$ cat src/rtl/pio_pkg.sv
// Shared types for the PIO state-machine blocks: instruction-address width and type.
// No logic; widths here size pc, jump targets and the wrap bounds everywhere.
// Optional feature macro used by importers: PIO_PC_WRAP_FLAG_EN.
package pio_pkg;

  localparam int PIO_ADDR_W = 5;

  typedef logic [PIO_ADDR_W-1:0] pio_addr_t;

endpackage

$ cat src/rtl/pio_program_counter_if.sv
// Controller <-> program-counter bundle: decode controls, wrap bounds, current pc.
// Latency: none (wires only); pc and wrapped are registered inside the counter.
// Backpressure: none; pc_en low is the only stall. Macro PIO_PC_WRAP_FLAG_EN adds wrapped.
interface pio_program_counter_if;
  import pio_pkg::*;

  pio_addr_t wrap_top;
  pio_addr_t wrap_bottom;
  pio_addr_t jump;
  logic      jump_en;
  logic      pc_en;
  pio_addr_t pc;
`ifdef PIO_PC_WRAP_FLAG_EN
  logic      wrapped;
`endif

  // Controller side: drives decode controls and bounds, observes pc.
  modport master (
    output wrap_top, wrap_bottom, jump, jump_en, pc_en,
`ifdef PIO_PC_WRAP_FLAG_EN
    input  wrapped,
`endif
    input  pc
  );

  // Counter side.
  modport slave (
    input  wrap_top, wrap_bottom, jump, jump_en, pc_en,
`ifdef PIO_PC_WRAP_FLAG_EN
    output wrapped,
`endif
    output pc
  );

endinterface

$ cat src/rtl/pio_program_counter_pc_next.sv
// Combinational next-pc select: stall, jump, wrap, increment, in that priority.
// Latency: zero (pure logic); the controller may reuse it for lookahead.
// Backpressure: pc_en low holds pc and drops any jump request.
module pio_pc_next #(
  parameter int ADDR_W = 5
) (
  input  logic [ADDR_W-1:0] pc,
  input  logic              pc_en,
  input  logic              jump_en,
  input  logic [ADDR_W-1:0] jump,
  input  logic [ADDR_W-1:0] wrap_top,
  input  logic [ADDR_W-1:0] wrap_bottom,
  output logic [ADDR_W-1:0] pc_next,
  output logic              wrap_taken
);

  // Priority select; the jump outranks the wrap even when pc sits on wrap_bottom.
  always_comb begin
    pc_next    = pc;
    wrap_taken = 1'b0;
    if (pc_en) begin
      if (jump_en) begin
        pc_next = jump;
      end else if (pc == wrap_bottom) begin
        pc_next    = wrap_top;
        wrap_taken = 1'b1;
      end else begin
        // Natural modulo 2**ADDR_W roll-over (31 -> 0) from truncation.
        pc_next = pc + 1'b1;
      end
    end
  end

endmodule

$ cat src/rtl/pio_program_counter.sv
// PIO instruction-address counter: registered shell around pio_pc_next.
// Latency: pc updates one clk after inputs are sampled; no comb path to pc.
// Backpressure: pc_en low stalls. Optional macro PIO_PC_WRAP_FLAG_EN adds a wrapped pulse.
module pio_program_counter
  import pio_pkg::*;
(
  input  logic                         clk,
  input  logic                         rst,
  pio_program_counter_if.slave         bus
);

  pio_addr_t pc_q;
  pio_addr_t pc_d;
  logic      wrap_taken;

  pio_pc_next #(
    .ADDR_W      (PIO_ADDR_W)
  ) u_pc_next (
    .pc          (pc_q),
    .pc_en       (bus.pc_en),
    .jump_en     (bus.jump_en),
    .jump        (bus.jump),
    .wrap_top    (bus.wrap_top),
    .wrap_bottom (bus.wrap_bottom),
    .pc_next     (pc_d),
    .wrap_taken  (wrap_taken)
  );

  // Program counter register; reset forces address 0 at once, independent of clk.
  always_ff @(posedge clk or posedge rst) begin
    if (rst) begin
      pc_q <= '0;
    end else begin
      pc_q <= pc_d;
    end
  end

  assign bus.pc = pc_q;

`ifdef PIO_PC_WRAP_FLAG_EN
  logic wrapped_q;
  logic wrapped_d;

  // Wrap flag is high only for the cycle following an edge that took the wrap path.
  always_comb begin
    wrapped_d = wrap_taken;
  end

  // Wrap flag register.
  always_ff @(posedge clk or posedge rst) begin
    if (rst) begin
      wrapped_q <= 1'b0;
    end else begin
      wrapped_q <= wrapped_d;
    end
  end

  assign bus.wrapped = wrapped_q;
`else
  // Without the flag port the wrap indication has no consumer.
  logic unused_wrap;
  assign unused_wrap = wrap_taken;
`endif

endmodule

$ cat src/flat_wrapper.sv
// flat-port wrapper written by rule: the top's interface ports become plain ports
module pio_program_counter_flat import pio_pkg::*;
  (clk, rst, bus_wrap_top, bus_wrap_bottom, bus_jump, bus_jump_en, bus_pc_en, bus_pc);
  pio_program_counter_if bus_i ();
  input  logic clk;
  input  logic rst;
  input wire logic [$bits(bus_i.wrap_top)-1:0] bus_wrap_top;
  input wire logic [$bits(bus_i.wrap_bottom)-1:0] bus_wrap_bottom;
  input wire logic [$bits(bus_i.jump)-1:0] bus_jump;
  input wire logic [$bits(bus_i.jump_en)-1:0] bus_jump_en;
  input wire logic [$bits(bus_i.pc_en)-1:0] bus_pc_en;
  output wire logic [$bits(bus_i.pc)-1:0] bus_pc;
  assign bus_i.wrap_top = bus_wrap_top;
  assign bus_i.wrap_bottom = bus_wrap_bottom;
  assign bus_i.jump = bus_jump;
  assign bus_i.jump_en = bus_jump_en;
  assign bus_i.pc_en = bus_pc_en;
  assign bus_pc = bus_i.pc;
  pio_program_counter u_core (.clk(clk), .rst(rst), .bus(bus_i));
endmodule
$ cat config.mk
export PLATFORM = sky130hd
export DESIGN_NAME = pio_program_counter_flat
export DESIGN_NICKNAME = d
export VERILOG_FILES = /design/src/rtl/pio_pkg.sv /design/src/rtl/pio_program_counter_if.sv /design/src/rtl/pio_program_counter_pc_next.sv /design/src/rtl/pio_program_counter.sv /design/src/flat_wrapper.sv
export SDC_FILE = /design/constraint.sdc
export NUM_CORES = 1
export LEC_CHECK = 0
export ABC_AREA = 1
export BUFFER_PORTS_ARGS = -buffer_cell sky130_fd_sc_hd__buf_2
export CELL_PAD_IN_SITES_DETAIL_PLACEMENT = 2
export CELL_PAD_IN_SITES_GLOBAL_PLACEMENT = 2
export CORE_MARGIN = 5
export CORE_UTILIZATION = 24
export CTS_CLUSTER_SIZE = 20
export DETAILED_ROUTE_END_ITERATION = 12
export PLACE_DENSITY = 0.81
export SLEW_MARGIN = 10
export SYNTH_ARGS = -nofsm -noshare
export SYNTH_HDL_FRONTEND = slang
export SYNTH_SLANG_ARGS = --single-unit
$ cat constraint.sdc
create_clock -name clk -period 1.7 [get_ports clk]
set_input_delay 0.34 -clock clk [delete_from_list [all_inputs] [get_ports clk]]
set_output_delay 0.34 -clock clk [all_outputs]
set_load 0.01 [all_outputs]
==> metrics.md <==
| Metric | Value |
|---|---|
| Pwr Total | 0.000573 W |
| Fin. max-slew vios | 0 |
| Most frequent CP cell | nand2_1 |
| Via density per instance | 4.56 |
| Setup total negative slack | 0 ps |
| Remaining DRCs | 0 |
| GRT Util Overall | 12.0% |
| Top post-synthesis cells by area | dfrtp_1, nand2_1, nor2_1, nand3_1, nand4_1 |
| First-pass GRT wire length | 2970 um |
| RSZ-0062 raised after global routing | no |
| Netlist cell types | 17 |
| WP data required | 1850 ps |
| Root Driver | clkbuf_4 |
| Die width | 56.7 um |
| Antenna violations before repair | 0 |
| Post-synth net total | 97 |
| EDFF count, synth | 0 |
| Dpl cell area | 674 sq um |
| Startpoint Class | flip-flop |
| Seq pwr share | 30.3% |
| Mapped Area | 524 sq um |
| Post-CTS resize count | 0 |
| First-pass detailed-route iteration total | 2 |
| RR Endpoint | u_core.bus.pc[2]$_DFFE_PP0P_ |
| Yosys warns | 0 |
| CP max-delay cell | dfrtp_1 |
| Syn_area_per_cell | 6.81 sq um |
| Largest stage delay, worst path | 450 ps |
| Sw frac | 42.8% |
| HPWL Detailed | 1440 um |
| Maximum clock rate | 720 MHz |
| Final count of hold timing violations | 0 |
| Int Pwr | 0.000328 W |
| Clock share of power | 27.8% |
| Source of the critical timing path | u_core.bus.pc[0]$_DFFE_PP0P_ |
| Status | complete, no violations |
| CP Max Fanout | 6 |
| Slew @ Worst Pin | 360 ps |
| IO Count | 24 |
| Drt total wl | 1770 um |
| LEAKAGE | 0.400 nW |
| #FFs+latches synth | 5 |
| RR Startpoint | u_core.bus.pc[0]$_DFFE_PP0P_ |
| WL per Instance | 13.3 um |
| Combinational Power Share | 41.9% |
| Vias | 607 |
| Ant. Diodes | 0 |
| Post-CTS Setup Bufs | 0 |
| Initial core utilization | 24.4% |
| DIE AREA | 0.00322 sq mm |
| I/O Buffers | 23 |
| Worst vdd ir | 0.000387 V |
| Maximum root-to-sink buffer count | 2 |
| Vias in the first global route | 657 |
| Sequential fraction of the synthesis area | 23.9% |
| Min-Delay Path Class | input pin to flip-flop |
| Worst r2r path cells | 9 |
| Largest area contributor in the netlist | dfrtp_1 |
| Max reg flops | 5 |
| CTS clk-pin slew, worst paths | 50 ps |
| CP endpoint kind | flip-flop |
| Area of the multi-input gates | 335 sq um |
| Final worst-path cycle share | 81.7% |
| Top cells by count, synth | nand2_1, nor2_1, nand3_1 |
| Clock Latency Late Sink | 260 ps |
| Hold_ws | 399 ps |
| Core ar. | 0.00215 sq mm |
| Global placement routability congestion | 0.808 |
| MaxCap Viol Count | 0 |
| CTS Sinks | 5 |
| Cells after Synth | 77 |
| Top-count cell post-synth | nand2_1 |
| Post-synth ARST share | 100% |
| PD cells | 807 mW/mm^2 |
| Share of cells above drive strength 1 | 35.2% |
| Depth of the CTS H-tree | 1 |
| Main synth FF type | dfrtp_1 |
| Clock skew | 0.419 ps |
| R2r setup slk | 310 ps |
| Worst path arrival time | 1540 ps |
| Fillers | 282 |
| Layout area overhead | 35.6% |
| Storage element area | 125 sq um |
| Worst slew margin | 75.9% |
| Drt initial violations | 6 |
| # setup viols final | 0 |
| CTS tree | yes |
| GRT overflow | 0 |
| Remaining antenna violation count | 0 |
| Critical path class | flip-flop to flip-flop |
| CTS Buf Count | 3 |
| P_sw | 0.000245 W |
| CTS Hold Bufs | 1 |
| # rows | 17 |
| Largest net degree at the start of global routing | 11 |
| CP cell instances | inv_1, nand2_1, nand2_1, nor2_4, nand3_4, nand2_1, nand3_1, nand2_1, nand2_1 |
| Synth top area share | 23.9% |
| Nets | 126 |
| Height of the chip | 56.7 um |
| Min cycle time layout | 1390 ps |
| Post-Layout Inst Area | 711 sq um |
| Endpoint of the worst setup timing path | u_core.bus.pc[2]$_DFFE_PP0P_ |
[layout make-up]
| class | instances | area share (%) |
|---|---|---|
| clock buffers | 4 | 3.70 |
| inverters | 10 | 8.98 |
| multi-input cells | 62 | 47.2 |
| flip-flops and latches | 5 | 17.6 |
| well taps | 28 | 4.93 |
| repair buffers | 24 | 17.6 |
[worst min path at each step]
| stage | startpoint | end | slack (ps) | depth (start not counted) |
|---|---|---|---|---|
| global route | bus_jump[4] | u_core.bus.pc[4]$_DFFE_PP0P_ | 440 | 5 |
| floorplan | rst | u_core.bus.pc[0]$_DFFE_PP0P_ | 120 | 1 |
| detailed placement | rst | u_core.bus.pc[3]$_DFFE_PP0P_ | 270 | 2 |
| finish | bus_jump[2] | u_core.bus.pc[2]$_DFFE_PP0P_ | 400 | 5 |
| CTS | bus_jump[2] | u_core.bus.pc[2]$_DFFE_PP0P_ | 400 | 5 |
| global placement | rst | u_core.bus.pc[3]$_DFFE_PP0P_ | 260 | 2 |
[per-layer routing]
metal	share of wire (%)	wire, um	track usage, %	up-vias
met2	51	898	21.0	15
met1	42	746	13.6	287
met3	5.2	92	2.76	4
met4	1.8	32	5.96	0
met5	0	0	0	-
li1	-	-	-	301
[cell families (layout without fill, tap and decap cells)]
family / Yosys count / after routing / share of synthesized area [%]
buffers and inverters: 10 / 38 / 12.2
adders and majority gates: 1 / 1 / 2.39
and+or+nand+nor: 57 / 57 / 53.5
DFF: 5 / 5 / 23.9
xor gates and xnor gates: 4 / 4 / 8.12
[layout by cell type (no fill, tap or decap), drive strengths merged]
master / synthesis / layout
buf: 0 / 23
bufinv: 1 / 1
clkbuf: 0 / 4
dfrtp: 5 / 5
dlygate4sd3: 0 / 1
ha: 1 / 1
inv: 9 / 9
nand2: 30 / 30
nand3: 8 / 8
nand4: 5 / 5
nor2: 14 / 14
xnor2: 2 / 2
xor2: 2 / 2
[stage by stage]
step	setup WS [ps]	utilization (%)	cells
global route	140	33.1	133
CTS	280	33.1	133
global placement	359	31.4	128
finish	310	33.1	133
detailed placement	291	31.4	128
floorplan	477	-	77
[power by group through the flow]
stage	Combinational [W]	Clock (W)	Sequential, W
4_1_cts	0.000246	0.000163	0.000174
6_report	0.000240	0.000159	0.000174
3_5_place_dp	0.000242	0	0.000176
5_1_grt	0.000267	0.000169	0.000179
3_3_place_gp	0.000229	0	0.000174
2_1_floorplan	0.000156	0	0.000175
[critical path: cells and delay by family (launching register included)]
family,cells,cell delay (ps)
flops,1,450
simple gates,8,740
buf+inv,1,100
No activity file was read; power rests on OpenSTA's default activity.
